<file path="config.mk">
export PLATFORM = sky130hd
export DESIGN_NAME = branch_pht_flat
export DESIGN_NICKNAME = d
export VERILOG_FILES = /design/src/rtl/branch_pht_if.sv /design/src/rtl/branch_pht.sv /design/src/flat_wrapper.sv
export SDC_FILE = /design/constraint.sdc
export NUM_CORES = 1
export LEC_CHECK = 0
export ABC_AREA = 1
export BUFFER_PORTS_ARGS = -buffer_cell sky130_fd_sc_hd__buf_2
export CORE_UTILIZATION = 45
export CTS_BUF_LIST = sky130_fd_sc_hd__clkbuf_16
export DETAILED_ROUTE_END_ITERATION = 8
export PLACE_DENSITY = 0.65
export SYNTH_ARGS = -nofsm -noshare
export SYNTH_HDL_FRONTEND = slang
export SYNTH_SLANG_ARGS = --single-unit
</file>
<file path="constraint.sdc">
create_clock -name clk -period 1.7 [get_ports clk]
set_clock_uncertainty 0.15 [all_clocks]
set_input_delay 0.085 -clock clk [delete_from_list [all_inputs] [get_ports clk]]
set_output_delay 0.085 -clock clk [all_outputs]
set_load 0.05 [all_outputs]
</file>
<file path="src/rtl/branch_pht_if.sv">
// Lookup / prediction / update bundle for the pattern history table.
// Master sits on the fetch/execute side, slave is the table itself.
interface branch_pht_if #(
   parameter int PC_W  = 32,
   parameter int CNT_W = 2,
   parameter int GHR_W = 6
);
   logic             lk_valid;
   logic [PC_W-1:0]  lk_pc;
   logic             pred_valid;
   logic             pred_taken;
   logic [CNT_W-1:0] pred_cnt;
   logic [GHR_W-1:0] pred_ghr;
   logic             upd_valid;
   logic [PC_W-1:0]  upd_pc;
   logic             upd_taken;
   logic [GHR_W-1:0] upd_ghr;

   modport master (
      output lk_valid, lk_pc,
      output upd_valid, upd_pc, upd_taken, upd_ghr,
      input  pred_valid, pred_taken, pred_cnt, pred_ghr
   );

   modport slave (
      input  lk_valid, lk_pc,
      input  upd_valid, upd_pc, upd_taken, upd_ghr,
      output pred_valid, pred_taken, pred_cnt, pred_ghr
   );
endinterface

</file>
<file path="src/rtl/branch_pht.sv">
// PC-indexed table of saturating counters, 1-cycle lookup, write-first bypass.
// Define BRANCH_PHT_GSHARE_EN to hash indices with a global history register.
module branch_pht #(
   parameter int PC_W    = 32,
   parameter int IDX_W   = 6,
   parameter int CNT_W   = 2,
   parameter int RST_CNT = 0,
   parameter int GHR_W   = 6
) (
   input  logic         clk,
   input  logic         rst_n,
   branch_pht_if.slave  bus
);
   localparam int DEPTH = 1 << IDX_W;
   localparam logic [CNT_W-1:0] CMAX = '1;
   localparam logic [CNT_W-1:0] CRST = CNT_W'(RST_CNT);

   logic [CNT_W-1:0] ctr [DEPTH];
   logic [IDX_W-1:0] li;
   logic [IDX_W-1:0] ui;
   logic [CNT_W-1:0] upd_cur;
   logic [CNT_W-1:0] upd_nxt;
   logic [CNT_W-1:0] lk_cnt;
   logic             unused_bits;

`ifdef BRANCH_PHT_GSHARE_EN
   logic [GHR_W-1:0] ghr;
   logic [GHR_W:0]   ghr_shift;

   assign li = bus.lk_pc[IDX_W+1:2] ^ IDX_W'(ghr);
   assign ui = bus.upd_pc[IDX_W+1:2] ^ IDX_W'(bus.upd_ghr);
   assign ghr_shift = {ghr, bus.upd_taken};

   // History is committed at resolve time only, never speculatively.
   always_ff @(posedge clk or negedge rst_n) begin
      if (!rst_n) begin
         ghr <= '0;
      end else if (bus.upd_valid) begin
         ghr <= ghr_shift[GHR_W-1:0];
      end
   end

   always_ff @(posedge clk or negedge rst_n) begin
      if (!rst_n) begin
         bus.pred_ghr <= '0;
      end else if (bus.lk_valid) begin
         bus.pred_ghr <= ghr;
      end
   end

   assign unused_bits = ^{bus.lk_pc, bus.upd_pc, ghr_shift[GHR_W]};
`else
   assign li = bus.lk_pc[IDX_W+1:2];
   assign ui = bus.upd_pc[IDX_W+1:2];
   assign bus.pred_ghr = '0;
   assign unused_bits = ^{bus.lk_pc, bus.upd_pc, bus.upd_ghr};
`endif

   assign upd_cur = ctr[ui];

   always_comb begin
      upd_nxt = upd_cur;
      if (bus.upd_taken) begin
         if (upd_cur != CMAX) upd_nxt = upd_cur + 1'b1;
      end else begin
         if (upd_cur != '0) upd_nxt = upd_cur - 1'b1;
      end
   end

   // Same-index update wins so the prediction sees the post-update count.
   always_comb begin
      lk_cnt = ctr[li];
      if (bus.upd_valid && (ui == li)) lk_cnt = upd_nxt;
   end

   always_ff @(posedge clk or negedge rst_n) begin
      if (!rst_n) begin
         for (int i = 0; i < DEPTH; i++) ctr[i] <= CRST;
      end else if (bus.upd_valid) begin
         ctr[ui] <= upd_nxt;
      end
   end

   always_ff @(posedge clk or negedge rst_n) begin
      if (!rst_n) begin
         bus.pred_valid <= 1'b0;
         bus.pred_taken <= 1'b0;
         bus.pred_cnt   <= '0;
      end else begin
         bus.pred_valid <= bus.lk_valid;
         if (bus.lk_valid) begin
            bus.pred_cnt   <= lk_cnt;
            bus.pred_taken <= lk_cnt[CNT_W-1];
         end
      end
   end
endmodule
</file>
<file path="src/flat_wrapper.sv">
// flat-port wrapper written by rule: the top's interface ports become plain ports
module branch_pht_flat 
#(
   parameter int PC_W    = 32,
   parameter int IDX_W   = 6,
   parameter int CNT_W   = 2,
   parameter int RST_CNT = 0,
   parameter int GHR_W   = 6
)
  (clk, rst_n, bus_lk_valid, bus_lk_pc, bus_upd_valid, bus_upd_pc, bus_upd_taken, bus_upd_ghr, bus_pred_valid, bus_pred_taken, bus_pred_cnt, bus_pred_ghr);
  branch_pht_if #(.PC_W(PC_W), .CNT_W(CNT_W), .GHR_W(GHR_W)) bus_i ();
  input  logic clk;
  input  logic rst_n;
  input wire logic [$bits(bus_i.lk_valid)-1:0] bus_lk_valid;
  input wire logic [$bits(bus_i.lk_pc)-1:0] bus_lk_pc;
  input wire logic [$bits(bus_i.upd_valid)-1:0] bus_upd_valid;
  input wire logic [$bits(bus_i.upd_pc)-1:0] bus_upd_pc;
  input wire logic [$bits(bus_i.upd_taken)-1:0] bus_upd_taken;
  input wire logic [$bits(bus_i.upd_ghr)-1:0] bus_upd_ghr;
  output wire logic [$bits(bus_i.pred_valid)-1:0] bus_pred_valid;
  output wire logic [$bits(bus_i.pred_taken)-1:0] bus_pred_taken;
  output wire logic [$bits(bus_i.pred_cnt)-1:0] bus_pred_cnt;
  output wire logic [$bits(bus_i.pred_ghr)-1:0] bus_pred_ghr;
  assign bus_i.lk_valid = bus_lk_valid;
  assign bus_i.lk_pc = bus_lk_pc;
  assign bus_i.upd_valid = bus_upd_valid;
  assign bus_i.upd_pc = bus_upd_pc;
  assign bus_i.upd_taken = bus_upd_taken;
  assign bus_i.upd_ghr = bus_upd_ghr;
  assign bus_pred_valid = bus_i.pred_valid;
  assign bus_pred_taken = bus_i.pred_taken;
  assign bus_pred_cnt = bus_i.pred_cnt;
  assign bus_pred_ghr = bus_i.pred_ghr;
  branch_pht #(.PC_W(PC_W), .IDX_W(IDX_W), .CNT_W(CNT_W), .RST_CNT(RST_CNT), .GHR_W(GHR_W)) u_core (.clk(clk), .rst_n(rst_n), .bus(bus_i));
endmodule
</file>
==> reports/results.ini <==
[run_status]
status = complete, but fails checks
violations = negative setup slack

[routing]
wl_per_cell_um = 18.8
drcViolationCount = 0
first_pass_iters = 6
drt-initial-drc-count = 1181
drtAntennaViolNets = 0
vias_per_cell = 5.57
vias = 9366
drt_wl_total_mm = 31.6

[placement]
gp_congestion = 0.937
portBuffers = 20
dpl.hpwl_mm = 20.0

[sta]
worst_slack_ns = -0.389
fin_crit_sh_pct = 123
holdWs_ns = 0.0187
setup_viol_count_final = 130
rsz0062_at_grt = true
hold_violations = 0
max_freq_mhz = 479
post-route-min-period_ns = 2.09
slew_headroom_pct = 64.3
final_max_slew_viol_count = 0
tightestPinTransition_ns = 0.535

[setup_path]
critPathKind = register to register
start_kind = register
crit_arrival_ns = 2.24
crit_fanout = 7
timing.rr.start = u_core.ctr[33]
crit_path_start = u_core.ctr[33]
end_kind = register
required_ns = 1.85

[cts]
tritoncts = built
htree_num_levels = 4
cts_buffers = 17
clkSlewWorstSetupHoldPaths_ns = 0.06
clock_latency_ns = 0.43
cts.sinks = 131
cts_root_buffer = clkbuf_16
clock_path_buffers = 2

[power_and_ir_drop]
p_leak_nw = 5.62
ir_drop_mv = 0.792
power.density_mw_per_mm2 = 1060

[floorplan]
die-area_mm2 = 0.0185
die_w_um = 136
initial_core_util_pct = 46.5
die_y_um = 136
core_area_mm2 = 0.0174
row_count = 48
io_pins = 85

[yosys]
synth.avg_cell_area_um2 = 6.64
syn_inst = 1219
synth_area_leader_cell = dfrtp_1
ys_seq_area_share_pct = 40.5
synth_area_mm2 = 0.00810
synth_area_leaders = dfrtp_1 40%, nand2_1 19%, nor2_1 8.4%, nand3_1 6.8%, a21oi_1 5.0%
synth_warnings = 0
yosysUniqueCellTypes = 26
synth-seq-cells = 131
yosysTopAreaCellShare_pct = 40.5

[worst_hold_path]
min_from = bus_lk_pc[7]
hp-class = input pin to register

[grt]
overflow = 0
antenna_found_initial = 0
grt_pass1_wl_mm = 46.1
grt_pass1_vias = 8696
grt_max_degree = 65
grtUsageTotal_pct = 33.5

[cells_and_area]
layout.nets = 1518
layout_common_cells = 402 x nand2_1, 205 x buf_4, 176 x nor2_1, 131 x dfrtp_1, 105 x nand3_1
final_common_cell = nand2_1
nFillCells = 1536
n_antenna_cell = 0
final_util_pct = 66.0
area_growth_pct = 42.1
drive_gt1_share_pct = 29.5

[job]
drv_cap = 0

[stage by stage]
step                setup TNS [ns]  worst slack, ns  power [mW]  instances  area [µm²]
floorplan                    -8.12           -0.194        5.99       1224        8130
global placement            -47.47           -0.473        7.70       1621       10000
detailed placement          -50.07           -0.486        7.78       1621       10000
CTS                         -31.00           -0.285        11.5       1667       10900
global route                -55.34           -0.505        12.7       1681       11500
finish                      -39.13           -0.389        12.2       1681       11500
[synthesized netlist by cell type]
| library cell | instances |
|---|---|
| nand2_1 | 415 |
| nor2_1 | 182 |
| dfrtp_1 | 131 |
| nand3_1 | 110 |
| a21oi_1 | 81 |
| inv_1 | 75 |
| o21ai_0 | 54 |
| a31oi_1 | 35 |
| clkbuf_1 | 26 |
| buf_2 | 17 |
| buf_6 | 14 |
| nand2_2 | 12 |
| nor3_1 | 11 |
| o211ai_1 | 10 |
| o21ai_2 | 10 |
| buf_4 | 8 |
| o21ai_1 | 7 |
| buf_1 | 4 |
| inv_2 | 4 |
| clkinv_1 | 3 |
| nor4_1 | 3 |
| nand2_4 | 2 |
| o22ai_1 | 2 |
| buf_8 | 1 |
| conb_1 | 1 |
| o2111ai_1 | 1 |
[report_power, final]
part / internal [mW] / switching [mW]
logic: 2.11 / 2.39
clock network: 2.11 / 1.42
registers: 3.75 / 0.378
[state kept, by name, indices dropped and copies added, names as in the netlist]
signal                 cells
u_core.ctr               128
u_core.bus.pred_cnt        2
u_core.bus.pred_valid      1
[path summary, 6_finish.rpt]
path / end / slack [ns] / cells after the start
worst min register to register: u_core.bus.pred_cnt[0] / 0.34 / 2
max in group asynchronous: u_core.ctr[122] / 0.44 / 3
worst max register to register: u_core.ctr[20] / -0.39 / 13
min in group asynchronous: u_core.ctr[17] / 0.04 / 3
worst max-delay path: u_core.ctr[20] / -0.39 / 13
worst min-delay path: u_core.bus.pred_cnt[0] / 0.02 / 7
[layout make-up]
cell class	count	area, µm²	share of cell area [%]
clock buffer	17	425	3.70
clock inverter	15	124	1.08
inverter	82	308	2.68
multi-input combinational	942	4620	40.1
sequential	131	3280	28.5
tap	225	282	2.45
timing repair buffer	269	2470	21.5
[worst max-delay path: stages (launching register included)]
cell,delay (ns)
dfrtp_1,0.37
inv_1,0.11
nand2_1,0.07
o211ai_1,0.10
nand2_1,0.09
o21ai_2,0.16
nand2_2,0.10
inv_1,0.07
nand2_2,0.07
nor2_4,0.14
nand2_4,0.12
nand2_8,0.15
clkbuf_16,0.20
a21oi_2,0.06
[timing repair]
action,CTS,global route
setup endpoints to repair,130,130
resized for setup,44,115
buffers inserted,10,11
hold buffers,3,0
cloned,3,6
hold endpoints to repair,134,0
pin swaps,9,19
[cell families (layout without fill, tap and decap cells)]
logic type / count (synthesis) / in the layout / synth area share, %
and+or+nand+nor: 735 / 736 / 36.6
other: 1 / 6 / 0.0463
buffers and inverters: 152 / 383 / 9.12
DFF: 131 / 131 / 40.5
AOI/OAI and AO/OA: 200 / 200 / 13.8
[routing by layer]
metal / GRT usage, % / share of wire, %
met5: 0 / 0
met4: 15.4 / 5.0
met3: 6.19 / 10
met2: 53.4 / 45
met1: 44.0 / 40
Note: power is estimated with default switching activity, not from simulation.
